===== config.mk =====
export PLATFORM = sky130hd
export DESIGN_NAME = seq_det_ctrl
export DESIGN_NICKNAME = d
export VERILOG_FILES = /design/src/rtl/seq_det_ctrl.sv
export SDC_FILE = /design/constraint.sdc
export NUM_CORES = 1
export LEC_CHECK = 0
export CORE_ASPECT_RATIO = 1.5
export CORE_MARGIN = 2
export CORE_UTILIZATION = 30
export DETAILED_ROUTE_END_ITERATION = 8
export SKIP_LAST_GASP = 1
export SYNTH_ARGS = -nofsm -noshare
export SYNTH_HDL_FRONTEND = slang
export SYNTH_SLANG_ARGS = --single-unit

===== constraint.sdc =====
create_clock -name clk -period 2 [get_ports clk]
set_input_delay 0.4 -clock clk [delete_from_list [all_inputs] [get_ports clk]]
set_output_delay 0.4 -clock clk [all_outputs]
set_load 0.02 [all_outputs]

===== src/rtl/seq_det_ctrl.sv =====
// Programmable serial pattern detector: run-time configured pattern/length,
// valid/ready bit stream, saturating match counter and target-based completion.
module seq_det_ctrl #(
  parameter  int MAXLEN = 8,
  parameter  int CNTW   = 8,
  localparam int LW     = $clog2(MAXLEN + 1)
) (
  input  logic              clk,
  input  logic              rst,
  input  logic              cfg_we,
  input  logic [MAXLEN-1:0] cfg_pattern,
  input  logic [LW-1:0]     cfg_len,
  input  logic              cfg_overlap,
  input  logic [CNTW-1:0]   cfg_target,
  input  logic              start,
  input  logic              abort,
  input  logic              x_valid,
  input  logic              x,
  output logic              x_ready,
  output logic              match,
  output logic [CNTW-1:0]   match_cnt,
  output logic              busy,
  output logic              done,
  output logic              err
);

  typedef enum logic [1:0] {IDLE, ARMED, DONE} state_t;

  state_t            state, state_nxt;
  logic [MAXLEN-1:0] pat_q, hist, hist_nxt, mask;
  logic [LW-1:0]     len_q, fill, fill_inc;
  logic              ovl_q, cfg_valid;
  logic [CNTW-1:0]   tgt_q, cnt_inc;
  logic              len_ok, cfg_acc, cfg_rej, start_req, start_ok, start_rej;
  logic              acc, hit, reach;

  assign x_ready = (state == ARMED);
  assign busy    = (state == ARMED);
  assign done    = (state == DONE);

  // NOTE: every signal gets a default at the top of always_comb so no path
  // leaves one unassigned, which would otherwise infer a latch.
  always_comb begin
    state_nxt = state;
    mask      = '0;
    for (int i = 0; i < MAXLEN; i++) mask[i] = (i < int'(len_q));

    len_ok    = (cfg_len >= LW'(2)) && (cfg_len <= LW'(MAXLEN));
    cfg_acc   = cfg_we && (state != ARMED) && len_ok;
    cfg_rej   = cfg_we && !cfg_acc;
    // Abort has priority over start, so a start in the abort cycle is dropped.
    start_req = start && (state != ARMED) && !abort;
    start_ok  = start_req && (cfg_acc || cfg_valid);
    start_rej = start_req && !start_ok;

    acc       = x_valid && (state == ARMED);
    hist_nxt  = {hist[MAXLEN-2:0], x};
    fill_inc  = (fill == len_q) ? fill : fill + LW'(1);
    // A bit taken in the abort cycle is shifted in but never evaluated.
    hit       = acc && !abort && (fill_inc == len_q) &&
                (((hist_nxt ^ pat_q) & mask) == '0);
    cnt_inc   = (match_cnt == '1) ? match_cnt : match_cnt + CNTW'(1);
    reach     = hit && (tgt_q != '0) && (cnt_inc == tgt_q);

    unique case (state)
      IDLE:    if (start_ok) state_nxt = ARMED;
      ARMED:   if (abort) state_nxt = IDLE;
               else if (reach) state_nxt = DONE;
      DONE:    if (abort) state_nxt = IDLE;
               else if (start_ok) state_nxt = ARMED;
      default: state_nxt = IDLE;
    endcase
  end

  // NOTE: state is updated with non-blocking assignments so every register
  // samples the pre-edge values, independent of block evaluation order.
  always_ff @(posedge clk or negedge rst) begin
    if (!rst) state <= IDLE;
    else      state <= state_nxt;
  end

  // NOTE: config and history are reset too; a fresh reset must not leave a
  // stale pattern that could arm the detector without a new config write.
  always_ff @(posedge clk or negedge rst) begin
    if (!rst) begin
      pat_q     <= '0;
      len_q     <= '0;
      ovl_q     <= 1'b0;
      tgt_q     <= '0;
      cfg_valid <= 1'b0;
      hist      <= '0;
      fill      <= '0;
      match_cnt <= '0;
      match     <= 1'b0;
      err       <= 1'b0;
    end else begin
      err   <= cfg_rej || start_rej;
      match <= hit;
      if (cfg_acc) begin
        pat_q     <= cfg_pattern;
        len_q     <= cfg_len;
        ovl_q     <= cfg_overlap;
        tgt_q     <= cfg_target;
        cfg_valid <= 1'b1;
      end
      if (start_ok) begin
        hist      <= '0;
        fill      <= '0;
        match_cnt <= '0;
      end else if (acc) begin
        hist <= hist_nxt;
        if (hit) begin
          match_cnt <= cnt_inc;
          fill      <= ovl_q ? fill_inc : '0;
        end else begin
          fill      <= fill_inc;
        end
      end
    end
  end

endmodule


**Word level (Yosys, flattened, before mapping)**

Index checks and enable logic that the tools add are counted.

- Flip-flop bits (word level): 45
- Bits of input ports: 28
- Output and inout bits: 13
- Logic and storage cells: 74

- Add/subtract/negate cells: 2
- Order comparisons: 10
- Eq/ne operators: 8
- Mux-type cells: 16
- Bitwise gates (word level): 2
- Reduce and logical (&&, ||, !) cells: 25

Operators with widths:

| operator | count |
|---|---|
| 2-to-1 mux 8 bit | 4 |
| 2-to-1 mux 4 bit | 5 |
| less-than comparator 3 x 4 -> 1 bit, first input constant | 4 |
| logical AND 1 bit | 14 |
| 2-to-1 mux 7 bit | 2 |
| adder 8 x 1 -> 8 bit, second input constant | 1 |
| AND 8 bit | 1 |
| == test 4 bit | 2 |
| == test 8 bit | 1 |
| == test 8 bit, second input constant | 1 |
| zero test 8 bit | 1 |
| less-than comparator 1 x 4 -> 1 bit, first input constant | 2 |
| less-than comparator 2 x 4 -> 1 bit, first input constant | 2 |
| 2-to-1 mux 2 bit | 4 |
| nonzero test 8 bit | 1 |
| bitwise XOR 8 bit | 1 |
| one-hot mux 2 bit (3 select lines) | 1 |
| adder 4 x 1 -> 4 bit, second input constant | 1 |
| >= comparator 4 x 2 -> 1 bit, second input constant | 1 |
| less-or-equal comparator 4 bit, second input constant | 1 |
| nonzero test 2 bit | 2 |
| zero test 1 bit | 3 |
| inequality test 3 x 2 -> 1 bit, second input constant | 1 |
| == test 2 x 1 -> 1 bit, second input constant | 1 |
| 5 further kinds | 6 |

**Longest topological paths before layout**

Gate-level depths: netlist of the first run.

- Depth in word-level cells: 10
- Depth in mapped cells: 8

**Worst setup path after synthesis of the first run**

No wires, ideal clock.

- Path kind: register to register
- Start point: register match_cnt[0]
- End point: register state[1]
- Library setup time: 0.122 ns
- Arrival time: 1.964 ns
- Required time: 1.878 ns
- Setup slack: -0.086 ns
- Stages on the path, launching flop included: 9
- Buffers on the path: 1
- Period minus slack after synthesis: 2.086 ns
- Cell sequence: dfrtp_1 > ha_1 > and3_1 > clkbuf_1 > nand3_1 > mux2i_1 > mux2_2 > nand4_1 > o21ai_1

- Cells in the longest elaborated chain, start to end: 5
- Elaborated cells between the ends (all ways): 6
- Those cells by class: add/sub: 1; eq/ne: 3; mux: 1; reduce/logical: 1

RTL lines:

| item | line | source |
|---|---|---|
| start: declaration | 21 | `output logic [CNTW-1:0] match_cnt,` |
| start signal: assignment | 113 | `match_cnt <= cnt_inc;` |
| adder 8 x 1 -> 8 bit / == test 8 bit (equally long branches) | 62 | `cnt_inc = (match_cnt == '1) ? match_cnt : match_cnt + CNTW'(1);` |
| 2-to-1 mux 8 bit * | 62 |  |
| == test 8 bit * | 63 | `reach = hit && (tgt_q != '0) && (cnt_inc == tgt_q);` |
| logical AND 1 bit * | 63 |  |
| inequality test 3 x 2 -> 1 bit (no line) * | n/a |  |
| end signal: assignment | 79 | `else state <= state_nxt;` |
| end: declaration | 29 | `state_t state, state_nxt;` |

Mark *: on every way between the ends. The rest lies on a longest branch, timed or not.
A chain may end at the register's enable or synchronous reset.

**Final worst setup path of the first run**

- Start point: register len_q[1]
- End point: register match_cnt[6]

- Cells in the longest elaborated chain, start to end: 7
- Elaborated cells between the ends (all ways): 17
- Those cells by class: order compare: 8; eq/ne: 2; mux: 1; bitwise: 1; reduce/logical: 5

RTL lines:

| item | line | source |
|---|---|---|
| start: declaration | 31 | `logic [LW-1:0] len_q, fill, fill_inc;` |
| start signal: assignment | 101 | `len_q <= cfg_len;` |
| parallel branches: the longest is 4 deep, another holds less-than comparator 1 x 4 -> 1 bit | n/a |  |
| logical AND 1 bit * | 60 | `hit = acc && !abort && (fill_inc == len_q) &&` |
| nonzero test 2 bit (no line) * | n/a |  |
| AND reduction 2 bit (no line) * | n/a |  |

Every way passes the cells marked *.

==> results of run 1 <==
-- layout by cell type, fill, tap and decap left out, types with 3 or more instances in the layout --
| cell type | synthesis | layout |
|---|---|---|
| a211oi_2 | 0 | 3 |
| a21oi_1 | 10 | 9 |
| and3_1 | 4 | 4 |
| buf_4 | 1 | 33 |
| buf_6 | 1 | 3 |
| clkbuf_16 | 0 | 7 |
| clkdlybuf4s50_1 | 0 | 31 |
| dfrtp_1 | 45 | 39 |
| dfrtp_2 | 0 | 6 |
| dlygate4sd2_1 | 0 | 5 |
| dlymetal6s2s_1 | 0 | 3 |
| inv_1 | 6 | 5 |
| mux2_2 | 22 | 22 |
| mux2i_1 | 5 | 5 |
| nand2_1 | 25 | 24 |
| nand2b_1 | 5 | 5 |
| nand3_1 | 11 | 11 |
| nand4_1 | 4 | 4 |
| nor2_1 | 9 | 8 |
| nor3_1 | 5 | 5 |
| o21ai_0 | 16 | 15 |
| o31ai_1 | 4 | 3 |
| xnor2_1 | 14 | 14 |
| xor2_1 | 8 | 5 |
| xor2_2 | 1 | 4 |
-- timing repair --
item / 4_1_cts / 5_1_grt
cloned: 0 / 3
resized for setup: 28 / 16
buffers inserted: 6 / 1
pin swaps: 15 / 7
endpoints found under the setup margin: 39 / 29
endpoints found under the hold margin: 0 / 0
-- per-stage QoR --
stage          total power, mW  hold slack [ns]  area [sq um]  setup TNS (ns)  cells
2_1_floorplan            1.591           0.1044          2490               0    245
3_3_place_gp             1.855           0.3599          3212          -17.14    408
3_5_place_dp             1.873           0.3640          3212          -16.92    408
4_1_cts                  2.952          0.06070          3526        -0.06638    422
5_1_grt                  3.119          0.07586          3662          -1.684    426
6_report                 2.972          0.05466          3662         -0.2360    426
-- where the power goes --
part / leakage, nW / internal [mW] / switching (mW) / total, mW
clock: 0.0841 / 0.624 / 0.341 / 0.965
sequential: 0.564 / 1.05 / 0.148 / 1.20
combinational: 0.893 / 0.457 / 0.355 / 0.812
total: 1.54 / 2.13 / 0.844 / 2.97
-- layer usage --
metal	track usage	vias up	wire length, microns
li1	-	1028	-
met1	0.1677	1111	2636
met2	0.3080	39	4147
met3	0.02259	13	147
met4	0.06667	0	168
met5	0	-	0
-- synthesized netlist by cell type (all sizes together) (6+ instances only) --
master	count
dfrtp	45
nand2	25
mux2	22
o21ai	17
xnor2	14
nand3	11
a21oi	10
nor2	9
xor2	9
buf	7
clkbuf	6
inv	6
-- area by class of cell --
type | instances | area, sq um
tap | 105 | 131.4
inverter | 6 | 22.52
clock inverter | 1 | 30.03
clock buffer | 7 | 142.6
fill | 779 | 4345
sequential | 45 | 1134
multi-input combinational | 182 | 1434
timing repair buffer | 80 | 768.2
-- worst min path at each step --
stage,from,end,cells past startpoint
finish,rst,pat_q[3],1
detailed placement,rst,pat_q[3],1
global route,rst,match_cnt[7],1
CTS,rst,pat_q[3],1
global placement,rst,pat_q[3],1
floorplan,rst,cfg_valid,0
-- sequential cells by signal, summed over array words and instances (netlist names) --
signal     flops
err            1
match_cnt      8
hist           7
match          1
fill           4
len_q          4
cfg_valid      1
ovl_q          1
tgt_q          8
state          2
pat_q          8
-- worst max-delay path, stage by stage (launching register included) --
cell and delay (ns):
dfrtp_2 0.48, xor2_2 0.18, nor4_2 0.36, a41o_1 0.17
o211ai_2 0.14, buf_6 0.16, or3b_1 0.37, a21oi_1 0.13
-- cell families after synthesis --
| group | count (synthesis) | synth area share |
|---|---|---|
| buffers and inverters | 19 | 0.03424 |
| muxes | 27 | 0.1198 |
| and+or+nand+nor | 79 | 0.1677 |
| xor gates and xnor gates | 23 | 0.08409 |
| DFF | 45 | 0.4532 |
| adders and majority gates | 2 | 0.01007 |
| AOI/OAI and AO/OA | 50 | 0.1309 |
==> results.sh, run 1 <==
export IMPL_status="complete, but fails checks"
export IMPL_violations="negative setup slack"
export IMPL_r2r_setup_slack_ns=-0.06
export IMPL_io_pins=41
export IMPL_diodes=0
export IMPL_grt_max_degree=30
export IMPL_clock_sinks=45
export IMPL_worst_slew_pin_slew_ns=0.4442
export IMPL_syn_to_final_growth_pct=47.38
export IMPL_firstDrtPassIters=4
export IMPL_hold_path_class="in2async"
export IMPL_fmax_mhz=484.8
export IMPL_grt_usage=0.1580
export IMPL_synth_area_sq_um=2485
export IMPL_routedWlPerCell_microns=16.66
export IMPL_synth_top_cell_area_share=0.4532
export IMPL_maxCapViolCount=0
export IMPL_synth_edf_count=0
export IMPL_crit_start="len_q[1]"
export IMPL_min_period_over_period=1.031
export IMPL_clk_pin_slew_ns=0.06
export IMPL_grt_pass1_wl_microns=11160
export IMPL_max_vdd_ir_drop_uv=517.0
export IMPL_path_class="reg2reg"
export IMPL_rows=40
export IMPL_htreeDepth=2
export IMPL_timing_slew_headroom=0.7038
export IMPL_synth_top_area_cell="dfrtp_1"
export IMPL_skew_ns=0.005076
export IMPL_wl_microns=7098
export IMPL_cts_buffer_depth=2
export IMPL_port_buffers=40
export IMPL_start_util=0.3103
export IMPL_hpwl_microns=4850
export IMPL_yosysSeqAreaShare=0.4532
export IMPL_hold_violations=0
export IMPL_cp_required_ns=2.21
export IMPL_finalMaxSlewViolations=0
export IMPL_arrival_ns=2.27
export IMPL_vias_per_cell=5.143
export IMPL_vias=2191
export IMPL_remaining_drc_errors=0
export IMPL_synthDistinctLibCells=51
export IMPL_final_core_util=0.4573
export IMPL_cts_tree="built"
export IMPL_p_per_area_nw_per_um2=811.4
export IMPL_core_area_sq_um=8008
export IMPL_p_leak_nw=1.540
export IMPL_post_place_ws_ns=-0.6143
export IMPL_worstReg2RegEnd="match_cnt[6]"
export IMPL_antenna_found_initial=0
export IMPL_clockRootBuffer="clkbuf_16"
export IMPL_syn_inst=245
export IMPL_grt_overflow=0
export IMPL_finalNetCount=350
export IMPL_ys_ff_latch=45
export IMPL_yosys_warnings=0
export IMPL_rsz0062_at_grt="yes"
export IMPL_die_h_microns=115.5
export IMPL_syn_nets=275
export IMPL_hold_buffers=0
export IMPL_avgSynthCellArea_sq_um=10.14
export IMPL_drt_iter0_markers=123
export IMPL_r2r_start="len_q[1]"
export IMPL_grt_pass1_vias=2350
export IMPL_layout_drive_gt1_share=0.3178
export IMPL_fin_ws_ns=-0.06253
export IMPL_ant_nets=0
export IMPL_crit_path_start_kind="register"
export IMPL_place_gp_congestion=0.8912
export IMPL_endpoint_kind="register"
export IMPL_finalSetupViolCount=8
export IMPL_die_w_microns=78.31
export IMPL_yosys_most_used_dff="dfrtp_1"
export IMPL_synth_area_leaders="dfrtp_1 (45%), mux2_2 (10%), xnor2_1 (4.9%)"
export IMPL_clk_latency_ns=0.29
export IMPL_ys_async_sr_fraction=1.000
export IMPL_cp_max_fo=6
export IMPL_dieArea_sq_um=9042
export IMPL_final_min_clock_period_ns=2.063
export IMPL_rr_worst_depth=7
export IMPL_cts_buffers_inserted=5
export IMPL_timing_critical_path_to="match_cnt[6]"
(Power assumes the default switching activity.)
==> run 2: changes to the inputs <==
--- a/config.mk
+++ b/config.mk
@@ -5,10 +5,9 @@
 export SDC_FILE = /design/constraint.sdc
 export NUM_CORES = 1
 export LEC_CHECK = 0
-export CORE_ASPECT_RATIO = 1.5
-export CORE_MARGIN = 2
 export CORE_UTILIZATION = 30
 export DETAILED_ROUTE_END_ITERATION = 8
+export RECOVER_POWER = 50
 export SKIP_LAST_GASP = 1
 export SYNTH_ARGS = -nofsm -noshare
 export SYNTH_HDL_FRONTEND = slang
==> run 2 against run 1 <==
The flow still finishes with violations (negative setup slack). Maximum frequency shrank 3.9%. Non-clock buffer count grew 3. Global-route usage shrank 1.3 points. Largest power group unchanged.
==> results.sh, run 2 (synthesis results as in run 1) <==
export IMPL_antenna_found_initial=0
export IMPL_port_buffers=40
export IMPL_grt_usage=0.1447
export IMPL_endpoint_kind="register"
export IMPL_clk_pin_slew_ns=0.09
export IMPL_crit_path_start_kind="register"
export IMPL_clk_latency_ns=0.29
export IMPL_routedWlPerCell_microns=14.52
export IMPL_crit_path_frequent_cell="buf_6"
export IMPL_p_leak_nw=1.470
export IMPL_hold_buffers=0
export IMPL_dpl_cell_area_sq_um=3211
export IMPL_vias=2103
export IMPL_grt_max_degree=24
export IMPL_rows=32
export IMPL_critPathBufInv=2
export IMPL_finalMaxSlewViolations=0
export IMPL_final_cell_mix="dfrtp_1 (39), clkdlybuf4s50_1 (34), buf_4 (34)"
export IMPL_wl_microns=6172
export IMPL_vias_per_cell=4.948
export IMPL_worst_slew_pin_slew_ns=1.028
export IMPL_htreeDepth=2
export IMPL_syn_to_final_growth_pct=45.07
export IMPL_hpwl_microns=4354
export IMPL_die_w_microns=93.01
export IMPL_p_per_area_nw_per_um2=772.4
export IMPL_fin_area_sq_um=3605
export IMPL_fin_ws_ns=-0.1473
export IMPL_finalNetCount=352
export IMPL_violations="negative setup slack"
export IMPL_layout_commonest_cell="dfrtp_1"
export IMPL_clockRootBuffer="clkbuf_8"
export IMPL_rsz0062_at_grt="yes"
export IMPL_status="complete, but fails checks"
export IMPL_cts_buffer_depth=2
export IMPL_die_h_microns=93.01
export IMPL_cts_buffers_inserted=5
export IMPL_io_pins=41
export IMPL_cts_tree="built"
export IMPL_cp_slowest_cell="dfrtp_2"
export IMPL_core_area_sq_um=7888
export IMPL_post_place_ws_ns=-0.6652
export IMPL_diodes=0
export IMPL_firstDrtPassIters=4
export IMPL_timing_slew_headroom=0.3146
export IMPL_grt_pass1_wl_microns=9908
export IMPL_whs_ns=0.2562
export IMPL_cp_max_fo=6
export IMPL_min_period_over_period=1.074
export IMPL_cp_required_ns=2.19
export IMPL_hold_path_class="in2async"
export IMPL_place_gp_congestion=0.7986
export IMPL_grt_overflow=0
export IMPL_layout_drive_gt1_share=0.3251
export IMPL_hold_violations=0
export IMPL_arrival_ns=2.34
export IMPL_remaining_drc_errors=0
export IMPL_start_util=0.3150
export IMPL_critPathTopFamily="compound AO/OA/AOI/OAI gates"
export IMPL_fmax_mhz=465.7
export IMPL_dieArea_sq_um=8651
export IMPL_drt_iter0_markers=90
export IMPL_finalSetupViolCount=15
export IMPL_max_vdd_ir_drop_uv=342.9
export IMPL_ant_nets=0
export IMPL_slowest_delay_ns=0.43
export IMPL_path_class="reg2reg"
export IMPL_maxCapViolCount=0
export IMPL_grt_pass1_vias=1988
export IMPL_final_core_util=0.4570
export IMPL_worstPathCellList="buf_6 > xor2_2 > nor4_2 > a41o_1 > o211ai_4 > buf_6 > a221o_1 > o21a_1"
export IMPL_skew_ns=0.006061
export IMPL_final_min_clock_period_ns=2.147
export IMPL_top_regs="match_cnt: 8 flops, pat_q: 8 flops, tgt_q: 8 flops"
export IMPL_clock_sinks=45
run 2: cell count changes in the layout (fill, tap and decap cells not counted), moves of 2 or more:
cell	change
o21ai_0	-3
o21ai_2	+2
clkbuf_16	-7
clkbuf_1	+2
xor2_1	+2
buf_6	+2
clkdlybuf4s50_1	+3
a21oi_1	-2
dlymetal6s2s_1	-3
xor2_2	-2
clkbuf_8	+4
run 2: worst reg2reg max path: stages (launching register included):
cell and delay (ns):
dfrtp_2 0.43, buf_6 0.13, xor2_2 0.18, nor4_2 0.36
a41o_1 0.21, o211ai_4 0.13, buf_6 0.14, a221o_1 0.29
o21a_1 0.17
run 2: power breakdown:
group	internal, mW	total (mW)	switching [mW]
clock	0.497	0.815	0.318
sequential	1.04	1.19	0.144
combinational	0.445	0.781	0.335
run 2: routing by layer:
metal	GRT usage	up-vias	part of all wire
met2	0.2292	47	0.49
li1	-	1031	-
met3	0.02276	2	0.031
met5	0	-	0
met4	0.03974	0	0.0053
met1	0.2046	1023	0.48
run 2: stage by stage:
step,TNS (ns),std cells,total power [mW]
after floorplan,0,245,1.591
after global placement,-15.47,407,1.854
after detailed placement,-16.11,407,1.868
after CTS,-0.4388,416,2.706
after global routing,-2.661,425,2.933
final,-0.8504,425,2.784
run 2: timing repair:
| action | CTS | global route |
|---|---|---|
| buffers inserted | 1 | 10 |
| cloned | 0 | 0 |
| endpoints found under the setup margin | 22 | 14 |
| pin swaps | 3 | 9 |
| resized for setup | 16 | 34 |
run 2: area by class of cell:
cell class	count	area (sq um)
Fill cell	743	4283
Multi-Input combinational cell	181	1428
Sequential cell	45	1134
Timing Repair Buffer	83	747.0
Tap cell	102	127.6
Clock buffer	5	68.82
Clock inverter	3	65.06
Inverter	6	35.03
run 2: worst paths after layout:
| path | slack [ns] | from | depth (start not counted) | end |
|---|---|---|---|---|
| worst max register to register | -0.15 | fill[0] | 8 | state[0] |
| worst max-delay path | -0.15 | fill[0] | 8 | state[0] |
| min in group clk | 0.52 | cfg_valid | 1 | cfg_valid |
| worst min register to register | 0.52 | cfg_valid | 1 | cfg_valid |
| max in group asynchronous | 0.47 | rst | 2 | match_cnt[6] |
| worst min-delay path | 0.26 | rst | 1 | tgt_q[3] |
==> run 3: changes to the inputs <==
--- a/config.mk
+++ b/config.mk
@@ -9,6 +9,7 @@
 export DETAILED_ROUTE_END_ITERATION = 8
 export RECOVER_POWER = 50
 export SKIP_LAST_GASP = 1
+export SLEW_MARGIN = 20
 export SYNTH_ARGS = -nofsm -noshare
 export SYNTH_HDL_FRONTEND = slang
 export SYNTH_SLANG_ARGS = --single-unit
==> results of run 3 <==
Same layout as run 2: the final DEF is identical, and so are final timing and power.
